`src/rtl/otter_pkg.sv`:
```
// Shared OTTER definitions: RV32I opcodes, control-unit states and the mret func3 code.
// Imported by the control-unit FSM and by the combinational decoder.
package otter_pkg;

  typedef enum logic [6:0] {
    LUI    = 7'b0110111,
    AUIPC  = 7'b0010111,
    JAL    = 7'b1101111,
    JALR   = 7'b1100111,
    BRANCH = 7'b1100011,
    LW     = 7'b0000011,
    SW     = 7'b0100011,
    OP_IMM = 7'b0010011,
    OP_RG3 = 7'b0110011,
    CSR    = 7'b1110011
  } opcode_t;

  typedef enum logic [2:0] {
    ST_INIT,
    ST_FETCH,
    ST_EXEC,
    ST_WB,
    ST_INTR
  } cu_state_t;

  localparam logic [2:0] F3_MRET = 3'b000;

endpackage

```
`src/rtl/otter_cu_fsm_mem_wait_ctr.sv`:
```
// Memory-latency wait counter shared by instruction fetch and load writeback.
// done_o marks the last cycle of a MEM_LAT-cycle memory access.
module mem_wait_ctr #(
  parameter int MEM_LAT = 1
) (
  input  logic clk,
  input  logic rst,
  input  logic en_i,
  input  logic clr_i,
  output logic done_o
);

  logic [3:0] cnt_q;

  always_ff @(posedge clk) begin
    if (rst || clr_i) cnt_q <= 4'd0;
    else if (en_i)    cnt_q <= cnt_q + 4'd1;
  end

  assign done_o = (cnt_q == 4'(MEM_LAT - 1));

endmodule

```
`src/rtl/otter_cu_fsm.sv`:
```
// Multicycle control unit for the OTTER RV32I core: fetch, execute, load writeback
// and interrupt entry, with memory accesses stretched to MEM_LAT cycles.
module otter_cu_fsm
  import otter_pkg::*;
#(
  parameter int MEM_LAT = 1
) (
  input  logic       clk,
  input  logic       rst,
  input  logic [6:0] opcode,
  input  logic [2:0] func3,
  input  logic       intr,
  input  logic       csr_mie,
  output logic       pc_write,
  output logic       reg_write,
  output logic       mem_we2,
  output logic       mem_rden1,
  output logic       mem_rden2,
  output logic       rf_reset,
  output logic       csr_we,
  output logic       int_taken,
  output logic       mret_exec
);

  cu_state_t state_q, state_d;
  logic      wait_en, wait_done;
  logic      irq_go;

  // The counter only runs while a memory access is outstanding and self-clears on its last cycle.
  assign wait_en = (state_q == ST_FETCH) || (state_q == ST_WB);
  assign irq_go  = intr && csr_mie;

  mem_wait_ctr #(.MEM_LAT(MEM_LAT)) u_wait (
    .clk    (clk),
    .rst    (rst),
    .en_i   (wait_en),
    .clr_i  (wait_en && wait_done),
    .done_o (wait_done)
  );

  always_ff @(posedge clk) begin
    if (rst) state_q <= ST_INIT;
    else     state_q <= state_d;
  end

  always_comb begin
    state_d   = state_q;
    pc_write  = 1'b0;
    reg_write = 1'b0;
    mem_we2   = 1'b0;
    mem_rden1 = 1'b0;
    mem_rden2 = 1'b0;
    rf_reset  = 1'b0;
    csr_we    = 1'b0;
    int_taken = 1'b0;
    mret_exec = 1'b0;
    case (state_q)
      ST_INIT: begin
        rf_reset = 1'b1;
        state_d  = ST_FETCH;
      end
      ST_FETCH: begin
        mem_rden1 = 1'b1;
        if (wait_done) state_d = ST_EXEC;
      end
      ST_EXEC: begin
        case (opcode)
          LUI, AUIPC, OP_IMM, OP_RG3, JAL, JALR: begin
            pc_write  = 1'b1;
            reg_write = 1'b1;
          end
          BRANCH: pc_write = 1'b1;
          SW: begin
            pc_write = 1'b1;
            mem_we2  = 1'b1;
          end
          LW: mem_rden2 = 1'b1;
          CSR: begin
            pc_write = 1'b1;
            if (func3 == F3_MRET) begin
              mret_exec = 1'b1;
            end else begin
              reg_write = 1'b1;
              csr_we    = 1'b1;
            end
          end
          default: ;
        endcase
        if (opcode == LW) state_d = ST_WB;
        else              state_d = irq_go ? ST_INTR : ST_FETCH;
      end
      ST_WB: begin
        mem_rden2 = 1'b1;
        if (wait_done) begin
          reg_write = 1'b1;
          pc_write  = 1'b1;
          state_d   = irq_go ? ST_INTR : ST_FETCH;
        end
      end
      ST_INTR: begin
        int_taken = 1'b1;
        pc_write  = 1'b1;
        state_d   = ST_FETCH;
      end
      default: state_d = ST_INIT;
    endcase
  end

endmodule

```
`config.mk`:
```
export PLATFORM = sky130hd
export DESIGN_NAME = otter_cu_fsm
export DESIGN_NICKNAME = d
export VERILOG_FILES = /design/src/rtl/otter_pkg.sv /design/src/rtl/otter_cu_fsm_mem_wait_ctr.sv /design/src/rtl/otter_cu_fsm.sv
export SDC_FILE = /design/constraint.sdc
export NUM_CORES = 1
export LEC_CHECK = 0
export BUFFER_PORTS_ARGS = -buffer_cell sky130_fd_sc_hd__buf_2
export CAP_MARGIN = 0
export CORE_MARGIN = 2
export CORE_UTILIZATION = 41
export CTS_CLUSTER_SIZE = 24
export DETAILED_ROUTE_END_ITERATION = 10
export HOLD_SLACK_MARGIN = 0.08
export PLACE_DENSITY = 0.68
export SLEW_MARGIN = 10
export SYNTH_ARGS = -nofsm -noshare
export SYNTH_HDL_FRONTEND = slang
export SYNTH_SLANG_ARGS = --single-unit
```
`constraint.sdc`:
```
create_clock -name clk -period 1.48 [get_ports clk]
set_clock_uncertainty 0.1 [all_clocks]
set_input_delay 0.296 -clock clk [delete_from_list [all_inputs] [get_ports clk]]
set_output_delay 0.296 -clock clk [all_outputs]
set_load 0.005 [all_outputs]
```
# ---- Yosys cells after proc, flatten, opt, wreduce, memory -nomap -nowiden
# Index checks and enable logic that the tools add are counted.
# W data, S select, Z words.
dict set report totals {
  reg_bits 7
  elab_cells 53
}
dict set report classes {
  add_sub_neg 1
  n_eq_ne 16
  muxes 23
  n_reduce_logical 11
}
# operator count
set ops {}
lappend ops {{$eq A7 B7 Y1 const B} 4}
lappend ops {{$eq A7 B6 Y1 const B} 3}
lappend ops {{$eq A7 B5 Y1 const B} 2}
lappend ops {{$mux W1} 14}
lappend ops {{$mux W3} 4}
lappend ops {{$pmux W3 S4} 1}
lappend ops {{$reduce_or A9 Y1} 1}
lappend ops {{$eq A7 B2 Y1 const B} 1}
lappend ops {{$eq A3 B2 Y1 const B} 2}
lappend ops {{$logic_not A3 Y1} 2}
lappend ops {{$pmux W1 S2} 3}
lappend ops {{$reduce_or A6 Y1} 1}
lappend ops {{$add A4 B1 Y4 const B} 1}
lappend ops {{$logic_not A4 Y1} 1}
lappend ops {{$ne A2 B2 Y1 const B} 2}
lappend ops {{$eq A3 B1 Y1 const B} 1}
lappend ops {{$eq A3 B3 Y1 const B} 1}
lappend ops {{$pmux W1 S3} 1}
lappend ops {{$logic_and A1 B1 Y1} 2}
lappend ops {{$logic_or A1 B1 Y1} 2}
lappend ops {{$reduce_and A2 Y1} 1}
lappend ops {{$reduce_or A2 Y1} 1}

# ---- Logic depth before layout (Yosys ltp)
# Gate-level depths: netlist of the first run.
dict set report logic_depth {
  ltp_word 4
  mapped_depth 5
  depth_no_buf 5
}

# ---- Hierarchy
# A second synthesis of the first run with hierarchy kept.
dict set report hier_totals {
  hier_cells 69
  hier_area_um2 536.8
}
# module instances cells_per_inst area_each_um2
set by_module_without_submodules {}
lappend by_module_without_submodules {otter_cu_fsm 1 48 331.6}
lappend by_module_without_submodules {mem_wait_ctr 1 21 205.2}

# ---- Worst setup path before layout of the first run
# OpenSTA, ideal clock, no wires.
dict set report synth_path {
  kind {input to output}
  from {input port opcode[3]}
  to {output port pc_write}
  arrival_ps 1127
  t_required_ps 1084
  slack_ps -43
  path_stages 3
  path_cell_list {or3b_1 a2111o_1 nand3_1}
}
dict set report synth_via {
  elab_chain_cells 4
  elab_cells_between_ends 12
  cone_classes {9 x eq/ne; 2 x mux; 1 x reduce/logical}
}
# item line_no
set synth_lines {}
lappend synth_lines {{from (decl)} otter_cu_fsm.sv:10} ;# input logic [6:0] opcode,
lappend synth_lines {{$eq A7 B7 Y1, or another cell as far along} otter_cu_fsm.sv:67} ;# case (opcode)
lappend synth_lines {{$reduce_or A9 Y1 (no source line) *} --}
lappend synth_lines {{$mux W1 *} otter_cu_fsm.sv:67}
lappend synth_lines {{$pmux W1 S3 *} otter_cu_fsm.sv:57} ;# case (state_q)
lappend synth_lines {{to (decl)} otter_cu_fsm.sv:14} ;# output logic pc_write,
# Mark *: on every way between the ends. The rest lies on a longest branch, timed or not.

# ---- Worst setup path in the final report of the first run
dict set report layout_path {
  from {register state_q[2]}
  to {output port mem_we2}
}
dict set report layout_via {
  elab_chain_cells 2
}
# item line_no
set layout_lines {}
lappend layout_lines {{from (decl)} otter_cu_fsm.sv:25} ;# cu_state_t state_q, state_d;
lappend layout_lines {{from (signal assigned)} otter_cu_fsm.sv:43} ;# else state_q <= state_d;
lappend layout_lines {{$eq A3 B2 Y1} otter_cu_fsm.sv:57}
lappend layout_lines {{$mux W1} otter_cu_fsm.sv:57}
lappend layout_lines {{to (decl)} otter_cu_fsm.sv:16} ;# output logic mem_we2,
# No other way between the ends.

==> results.sh, run 1 <==
export IMPL_cts_buffers=3
export IMPL_pre_cts_slack_ns=-0.2755
export IMPL_internal_power_w=0.0004376
export IMPL_fp_dieW_microns=41.39
export IMPL_pwr_share_clk=0.292
export IMPL_route_met3_wl_microns=198
export IMPL_drt_iter0_drc=33
export IMPL_combPwrFrac=0.398
export IMPL_dp_cells=121
export IMPL_violations="setup timing"
export IMPL_slew_headroom=0.7406
export IMPL_clock_fmax_mhz=552.5
export IMPL_period_share=1.223
export IMPL_seq_power_share=0.310
export IMPL_synth_edf_count=0
export IMPL_rsz0062_at_grt="true"
export IMPL_drt_total_wl_microns=2627
export IMPL_diodes=0
export IMPL_worstMarginPinSlew_ns=0.3861
export IMPL_cp_arrival_ns=1.41
export IMPL_hp_class="input pin to register"
export IMPL_die_h_microns=41.39
export IMPL_hold_end="u_wait.cnt_q[2]"
export IMPL_fin_cells=138
export IMPL_ys_warn_count=0
export IMPL_start_util=0.4404
export IMPL_first_global_vias=683
export IMPL_cts_tree="yes"
export IMPL_top_layer="met4"
export IMPL_peakVddDrop_mv=0.4060
export IMPL_track_usage=0.2862
export IMPL_synth_area_sq_um=573.1
export IMPL_clock_latency_ns=0.27
export IMPL_clk_path_buf_depth=2
export IMPL_gp_congestion=0.8701
export IMPL_via_per_inst=6.116
export IMPL_postLayoutSetupSlackWorst_ns=-0.3300
export IMPL_outcome="finished with violations"
export IMPL_p_leak_nw=0.4923
export IMPL_r2r_start="u_wait.cnt_q[0]"
export IMPL_post_dp_hpwl_microns=1199
export IMPL_reg2reg_to="u_wait.cnt_q[2]"
export IMPL_cts_htree_levels=1
export IMPL_finalSetupViolations=13
export IMPL_grt_pass1_wl_microns=3098
export IMPL_maxCapViolCount=0
export IMPL_switching_power_w=0.0002299
export IMPL_clk_pin_slew_ns=0.06
export IMPL_seq_area_frac_synth=0.2445
export IMPL_fin_tns_setup_ns=-2.390
export IMPL_synth_cells=70
export IMPL_drv_slew=0
export IMPL_antenna_found_initial=0
export IMPL_worst_ep_required_time_ns=1.08
export IMPL_vias=844
export IMPL_ys_ff_latch=7
export IMPL_ant_nets=0
export IMPL_drive_above_1_share=0.7073
export IMPL_grt_overflow=0
export IMPL_wl_met1_microns=1031
export IMPL_final_nets=140
export IMPL_powerDensity_nw_per_um2=603.5
export IMPL_fin_util=0.8500
export IMPL_hold_start="rst"
export IMPL_dieArea_sq_um=1713
export IMPL_root_buffer="clkbuf_4"
export IMPL_drc=0
export IMPL_yosysUniqueCellTypes=36
export IMPL_start_kind="register"
export IMPL_async_flop_share=0
export IMPL_first_pass_iters=4
export IMPL_portBuffers=22
export IMPL_wl_per_cell_microns=19.04
export IMPL_critical_path_class="register to output pin"
export IMPL_grt_max_degree=9
export IMPL_period_minus_slack_ns=1.810
export IMPL_r2r_setup_slack_ns=-0.13
export IMPL_synth_ff_type="dfxtp_1"
export IMPL_avgSynthCellArea_sq_um=8.186
export IMPL_hold_viol_final=0
export IMPL_coreArea_sq_um=1301
export IMPL_endpoint_kind="output pin"
export IMPL_area_growth_pct=93.01
export IMPL_num_rows=13
export IMPL_num_io_pins=23
export IMPL_wl_met2_microns=1302
export IMPL_min_path_cells=2
export IMPL_cp_max_fo=4
export IMPL_syn_num_nets=86
export IMPL_postCtsHoldBufs=0
export IMPL_cts_sink_count=7
export IMPL_p_sw_frac=0.3445
export IMPL_r2r_cells=6
-- metrics by stage --
step                      total power [W]  instance area (sq um)  hold WS [ns]
final                           0.0006675                   1106        0.2412
after global routing            0.0006859                   1106        0.2352
after CTS                       0.0006047                   1023        0.2144
after detailed placement        0.0003655                  817.0        0.4173
after global placement          0.0003607                  817.0        0.3972
after floorplan                 0.0002901                  580.6        0.3486
-- cell usage after synthesis, drive strengths merged, types with 2 or more instances --
| master | count | area, sq um |
|---|---|---|
| a21oi | 4 | 20.02 |
| nor2b | 2 | 20.02 |
| nand2b | 2 | 20.02 |
| nor3b | 3 | 37.54 |
| or3b | 2 | 17.52 |
| inv | 2 | 7.510 |
| nand2 | 8 | 30.03 |
| nor3 | 4 | 20.02 |
| buf | 3 | 20.01 |
| nand3 | 7 | 35.03 |
| dfxtp | 7 | 140.1 |
| nor2 | 4 | 15.01 |
| o21ai | 2 | 10.01 |
| ha | 2 | 25.02 |
-- power by group through the flow --
stage,Combinational (W),Sequential [W],Clock [W]
4_1_cts,0.000211,0.000204,0.000190
2_1_floorplan,0.0000885,0.000202,0
3_5_place_dp,0.000154,0.000212,0
6_report,0.000265,0.000207,0.000195
3_3_place_gp,0.000150,0.000211,0
5_1_grt,0.000275,0.000207,0.000203
-- worst max-delay path: stages, from the launching register on --
cell and delay [ns]:
dfxtp_2 0.35, nor3b_4 0.20, buf_4 0.15, buf_6 0.10, nand3_2 0.06, nor3_2 0.15, buf_2 0.13
-- cells by family (layout without fill, tap and decap cells) --
logic type,Yosys count,after routing,synth area share
flops,7,7,0.2445
buf+inv,6,59,0.05457
fa+ha+maj,2,2,0.04366
simple gates,40,40,0.4498
compound gates,14,14,0.1921
xor+xnor,1,1,0.01529
-- layout make-up --
type / instances / area [sq um]
Multi-Input combinational cell: 57 / 539.3
Timing Repair Buffer: 52 / 361.6
Fill cell: 70 / 195.2
Sequential cell: 7 / 148.9
Clock buffer: 4 / 26.28
Tap cell: 15 / 18.77
Inverter: 3 / 11.26
-- sequential cells by signal, summed over array words and instances, names as in the netlist --
name          count
u_wait.cnt_q      4
state_q           3
-- per-layer routing --
metal / global-route usage / up-vias
met5: 0 / -
li1: - / 368
met2: 0.4883 / 57
met3: 0.07979 / 14
met4: 0.06452 / 0
met1: 0.3546 / 405
-- placed cells by master, fill, tap and decap left out, types with 2 or more instances in the layout --
master | synthesis | final
a21oi_1 | 4 | 3
buf_2 | 1 | 22
buf_4 | 0 | 23
buf_6 | 1 | 7
clkbuf_4 | 0 | 3
dfxtp_1 | 7 | 2
dfxtp_2 | 0 | 4
inv_2 | 0 | 2
nand2_1 | 8 | 7
nand3_1 | 7 | 4
nand3_2 | 0 | 3
nor2_1 | 4 | 4
nor3_1 | 4 | 2
nor3_2 | 0 | 2
nor3b_4 | 0 | 3
o21ai_0 | 2 | 2
-- worst max path at each step --
stage               slack, ns  cells after the start   endpoint       start
CTS                     -0.30                      4  mret_exec  state_q[0]
floorplan               -0.04                      3   pc_write   opcode[3]
global placement        -0.28                      5  reg_write   opcode[3]
detailed placement      -0.28                      5  reg_write   opcode[3]
finish                  -0.33                      6    mem_we2  state_q[2]
global route            -0.39                      6    mem_we2  state_q[2]
-- timing repair --
action                                 4_1_cts  5_1_grt
buffers inserted                            10        3
pin swaps                                   12        6
setup endpoints to repair                   12       13
endpoints found under the hold margin        0        0
resized for setup                           25       11
No activity file was read; power rests on OpenSTA's default activity.
==> inputs of run 2 (changes only) <==
==> constraint.sdc (replaced) <==
create_clock -name clk -period 1.48 [get_ports clk]
set_clock_uncertainty 0.1 [all_clocks]
set_input_delay 0 -clock clk [delete_from_list [all_inputs] [get_ports clk]]
set_output_delay 0 -clock clk [all_outputs]
set_load 0.005 [all_outputs]
==> run 2 against run 1 <==
The flow still finishes with violations (setup timing). Combinational power fell by 36%. First-iteration DRC count shrank 70%. Die area did not move. Setup slack improved by 0.28 ns. Clock power is 6% lower. Highest routed layer unchanged. Sequential power is 2% higher. Critical path type is now register to register.
==> results.sh, run 2 (same netlist as run 1, synthesis figures left out) <==
export IMPL_final_nets=126
export IMPL_clk_path_buf_depth=2
export IMPL_slowest_stage="or3b_1"
export IMPL_drv_slew=0
export IMPL_powerDensity_nw_per_um2=597.0
export IMPL_fin_total_pwr_w=0.0005647
export IMPL_fin_cells=124
export IMPL_dp_cells=110
export IMPL_period_minus_slack_ns=1.534
export IMPL_diodes=0
export IMPL_cts_tree="yes"
export IMPL_finalInstanceArea_sq_um=945.9
export IMPL_finalSetupViolations=4
export IMPL_r2r_setup_slack_ns=-0.05
export IMPL_start_util=0.4404
export IMPL_grt_max_degree=10
export IMPL_start_kind="register"
export IMPL_grt_pass1_wl_microns=2704
export IMPL_track_usage=0.2497
export IMPL_worst_ep_required_time_ns=1.51
export IMPL_vias=702
export IMPL_num_rows=13
export IMPL_cts_sink_count=7
export IMPL_rsz0062_at_grt="true"
export IMPL_pre_cts_slack_ns=-0.01810
export IMPL_coreArea_sq_um=1301
export IMPL_antenna_found_initial=0
export IMPL_critical_path_class="register to register"
export IMPL_hold_start="opcode[6]"
export IMPL_drive_above_1_share=0.5505
export IMPL_drt_iter0_drc=10
export IMPL_period_share=1.036
export IMPL_maxCapViolCount=0
export IMPL_cp_num_buf_inv=1
export IMPL_endpoint_kind="register"
export IMPL_final_common_cell="buf_2"
export IMPL_violations="setup timing"
export IMPL_postLayoutSetupSlackWorst_ns=-0.05370
export IMPL_drc=0
export IMPL_outcome="finished with violations"
export IMPL_regMostFlops="u_wait.cnt_q"
export IMPL_cts_htree_levels=1
export IMPL_drt_total_wl_microns=1873
export IMPL_num_io_pins=23
export IMPL_largest_reg_flops=4
export IMPL_die_h_microns=41.39
export IMPL_crit_path_cell_trace="inv_2 -> ha_4 -> or3b_1 -> a221oi_2 -> a211oi_1"
export IMPL_final_cell_mix="buf_2, nand2_1, buf_4"
export IMPL_cpLargestDelayFamily="compound AO/OA/AOI/OAI gates"
export IMPL_first_global_vias=615
export IMPL_grt_overflow=0
export IMPL_cts_buffers=3
export IMPL_r2r_start="u_wait.cnt_q[1]"
export IMPL_portBuffers=22
export IMPL_gp_congestion=0.8422
export IMPL_largestRegisters="u_wait.cnt_q x4, state_q x3"
export IMPL_peakVddDrop_mv=0.4102
export IMPL_clock_latency_ns=0.26
export IMPL_clock_fmax_mhz=652.0
export IMPL_cp_arrival_ns=1.56
export IMPL_post_dp_hpwl_microns=1067
export IMPL_startpoint="u_wait.cnt_q[1]"
export IMPL_root_buffer="clkbuf_4"
export IMPL_first_pass_iters=4
export IMPL_hold_viol_final=0
export IMPL_clk_pin_slew_ns=0.06
export IMPL_fp_dieW_microns=41.39
export IMPL_max_stage_delay_ns=0.38
export IMPL_cp_max_fo=2
export IMPL_place_area_sq_um=728.2
export IMPL_hp_class="input pin to register"
export IMPL_via_per_inst=5.661
export IMPL_worstMarginPinSlew_ns=0.3422
export IMPL_p_leak_nw=0.4078
export IMPL_area_growth_pct=65.07
export IMPL_ant_nets=0
export IMPL_wl_per_cell_microns=15.10
export IMPL_slew_headroom=0.7701
export IMPL_dieArea_sq_um=1713
-- run 2: power by group --
part / internal [W] / switching, W / leakage, nW
clock: 0.000104 / 0.0000799 / 0.0150
combinational: 0.0000864 / 0.0000825 / 0.333
sequential: 0.000196 / 0.0000168 / 0.0596
-- run 2: layout make-up --
class | instances | area, sq um
multi-input combinational | 57 | 480.5
fill | 102 | 355.3
timing repair buffer | 38 | 257.7
sequential | 7 | 151.4
clock buffer | 4 | 26.28
tap | 15 | 18.77
inverter | 3 | 11.26
-- run 2: worst min-delay path, delay by kind of cell --
kind | cells | cell delay [ns]
AO/OA/AOI/OAI | 1 | 0.09
AND/OR/NAND/NOR | 2 | 0.18
buffers and inverters | 1 | 0.15
-- run 2: final timing paths --
| path | endpoint | depth (start not counted) |
|---|---|---|
| worst max-delay path | state_q[0] | 5 |
| worst min-delay path | state_q[1] | 4 |
| worst max register to register | state_q[0] | 5 |
| worst min register to register | u_wait.cnt_q[0] | 3 |
-- run 2: metal layers --
layer	wire length [microns]	GRT usage	share of wire
met5	0	0	0
met2	988	0.4492	0.53
met4	39	0.02419	0.021
met3	95	0.07979	0.051
met1	751	0.2971	0.40
-- run 2: per-stage QoR --
step | setup TNS, ns | hold WS [ns] | utilization
after floorplan | 0 | -0.06588 | -
after CTS | -0.0006801 | 0.08772 | 0.6731
after detailed placement | -0.02335 | 0.1422 | 0.5596
final | -0.1426 | 0.1093 | 0.7269
after global placement | 0 | 0.1368 | 0.5596
after global routing | -0.4965 | 0.1026 | 0.7269
-- run 2: repair_timing --
action                                 4_1_cts  5_1_grt
setup endpoints to repair                    6        8
hold buffers                                 5        0
endpoints found under the hold margin        7        0
buffers inserted                             3        2
resized for setup                           14       11
pin swaps                                    5        6
==> inputs of run 3 (changes only) <==
- SETUP_SLACK_MARGIN: not set -> 0.2
==> run 3 against run 2 <==
The flow still finishes with violations (setup timing). Via count down 4.3%. First-iteration DRC count decreased by 10%. Combinational power rose by 7%. Die area unchanged. Sequential power barely moved. Setup slack improved by 0.044 ns. Critical path type unchanged.
==> results.sh, run 3 (same netlist as run 1, synthesis figures left out) <==
export IMPL_outcome="finished with violations"
export IMPL_violations="setup timing"
export IMPL_largestRegisters="u_wait.cnt_q x4, state_q x3"
export IMPL_clk_pin_slew_ns=0.06
export IMPL_max_stage_delay_ns=0.51
export IMPL_num_rows=13
export IMPL_crit_path_cell_trace="inv_2 -> ha_4 -> nor3b_4 -> or4_1 -> a21oi_1"
export IMPL_track_usage=0.2237
export IMPL_grt_overflow=0
export IMPL_cp_arrival_ns=1.59
export IMPL_rsz0062_at_grt="true"
export IMPL_hp_class="input pin to register"
export IMPL_clock_latency_ns=0.26
export IMPL_critical_path_class="register to register"
export IMPL_worst_ep_required_time_ns=1.58
export IMPL_coreArea_sq_um=1301
export IMPL_p_leak_nw=0.4279
export IMPL_drc=0
export IMPL_cts_sink_count=7
export IMPL_first_pass_iters=4
export IMPL_grt_max_degree=9
export IMPL_slew_headroom=0.8022
export IMPL_regMostFlops="u_wait.cnt_q"
export IMPL_cpLargestDelayFamily="simple AND/OR/NAND/NOR gates"
export IMPL_via_per_inst=5.291
export IMPL_cts_htree_levels=1
export IMPL_antenna_found_initial=0
export IMPL_start_kind="register"
export IMPL_die_h_microns=41.39
export IMPL_dp_cells=107
export IMPL_drt_total_wl_microns=1715
export IMPL_cts_tree="yes"
export IMPL_endpoint_kind="register"
export IMPL_reg2reg_to="u_wait.cnt_q[2]"
export IMPL_worstMarginPinSlew_ns=0.2945
export IMPL_root_buffer="clkbuf_4"
export IMPL_wl_per_cell_microns=13.50
export IMPL_fin_cells=127
export IMPL_finalInstanceArea_sq_um=944.7
export IMPL_final_common_cell="buf_2"
export IMPL_vias=672
export IMPL_largest_reg_flops=4
export IMPL_final_cell_mix="buf_2, buf_4, nand2_1"
export IMPL_num_io_pins=23
export IMPL_pre_cts_slack_ns=-0.01795
export IMPL_post_dp_hpwl_microns=1069
export IMPL_gp_congestion=0.7179
export IMPL_finalSetupViolations=2
export IMPL_r2r_start="u_wait.cnt_q[0]"
export IMPL_r2r_setup_slack_ns=-0.009
export IMPL_hold_end="state_q[0]"
export IMPL_diodes=0
export IMPL_start_util=0.4404
export IMPL_peakVddDrop_mv=0.4797
export IMPL_clock_fmax_mhz=671.5
export IMPL_dieArea_sq_um=1713
export IMPL_clk_path_buf_depth=2
export IMPL_fin_total_pwr_w=0.0005731
export IMPL_period_minus_slack_ns=1.489
export IMPL_ant_nets=0
export IMPL_hold_start="opcode[4]"
export IMPL_cp_max_fo=4
export IMPL_first_global_vias=572
export IMPL_powerDensity_nw_per_um2=606.7
export IMPL_grt_pass1_wl_microns=2366
export IMPL_postLayoutSetupSlackWorst_ns=-0.009265
export IMPL_fp_dieW_microns=41.39
export IMPL_drt_iter0_drc=9
export IMPL_portBuffers=22
export IMPL_area_growth_pct=64.85
export IMPL_final_nets=129
export IMPL_cts_buffers=3
export IMPL_place_area_sq_um=734.5
export IMPL_fin_util=0.7260
export IMPL_cp_num_buf_inv=1
export IMPL_min_path_cells=5
export IMPL_hold_viol_final=0
export IMPL_slowest_stage="or4_1"
export IMPL_drive_above_1_share=0.5893
export IMPL_period_share=1.006
export IMPL_drv_slew=0
export IMPL_maxCapViolCount=0
export IMPL_r2r_cells=5
## run 3: changes by cell type in the layout (fill, tap and decap cells not counted), moves of 2 or more
| cell | change |
|---|---|
| nand3_1 | -2 |
| buf_4 | +6 |
| nand3_2 | +3 |
| dlygate4sd3_1 | -2 |
## run 3: cell type report
class / count / area [sq um]
fill: 99 / 356.6
multi-input combinational: 57 / 467.9
clock buffer: 4 / 26.28
sequential: 7 / 148.9
timing repair buffer: 41 / 271.5
tap: 15 / 18.77
inverter: 3 / 11.26
## run 3: routing by layer
layer	vias up	share of wire	global-route usage
met5	-	0	0
met4	0	0.022	0.09677
met3	6	0.038	0.09574
met2	13	0.49	0.3477
met1	310	0.45	0.2669
li1	343	-	-
## run 3: stage by stage
step           setup TNS (ns)  hold WS [ns]
6_report             -0.01293        0.1332
5_1_grt               -0.2739        0.1537
4_1_cts                     0      -0.08900
3_5_place_dp         -0.01898        0.1462
3_3_place_gp                0        0.1375
2_1_floorplan               0      -0.06588
## run 3: what timing repair did
action | in CTS | in global routing
pin swaps | 14 | 5
gates resized for setup | 9 | 5
hold endpoints to repair | 7 | 7
endpoints found under the setup margin | 12 | 13
setup buffers | 12 | 1
## run 3: worst min-delay path, stage by stage
cell and delay [ns]:
buf_2 0.13, nor3_1 0.08, nand3_2 0.09, buf_4 0.11
a211oi_1 0.05
## run 3: where the power goes
part           switching, W  leakage, nW  total, W  internal [W]
Sequential        0.0000117       0.0593  0.000209      0.000197
Combinational     0.0000843        0.354  0.000181     0.0000969
Clock             0.0000796       0.0150  0.000183      0.000104
## run 3: worst max path at each step
stage | cells after the start | slack [ns] | to | start
after floorplan | 5 | 0.04 | state_q[0] | u_wait.cnt_q[1]
after global placement | 5 | 0.02 | state_q[0] | u_wait.cnt_q[1]
after detailed placement | 5 | -0.02 | u_wait.cnt_q[2] | u_wait.cnt_q[1]
final | 5 | -0.009 | u_wait.cnt_q[2] | u_wait.cnt_q[0]
after global routing | 6 | -0.08 | reg_write | u_wait.cnt_q[0]
after CTS | 5 | 0.003 | u_wait.cnt_q[2] | u_wait.cnt_q[0]
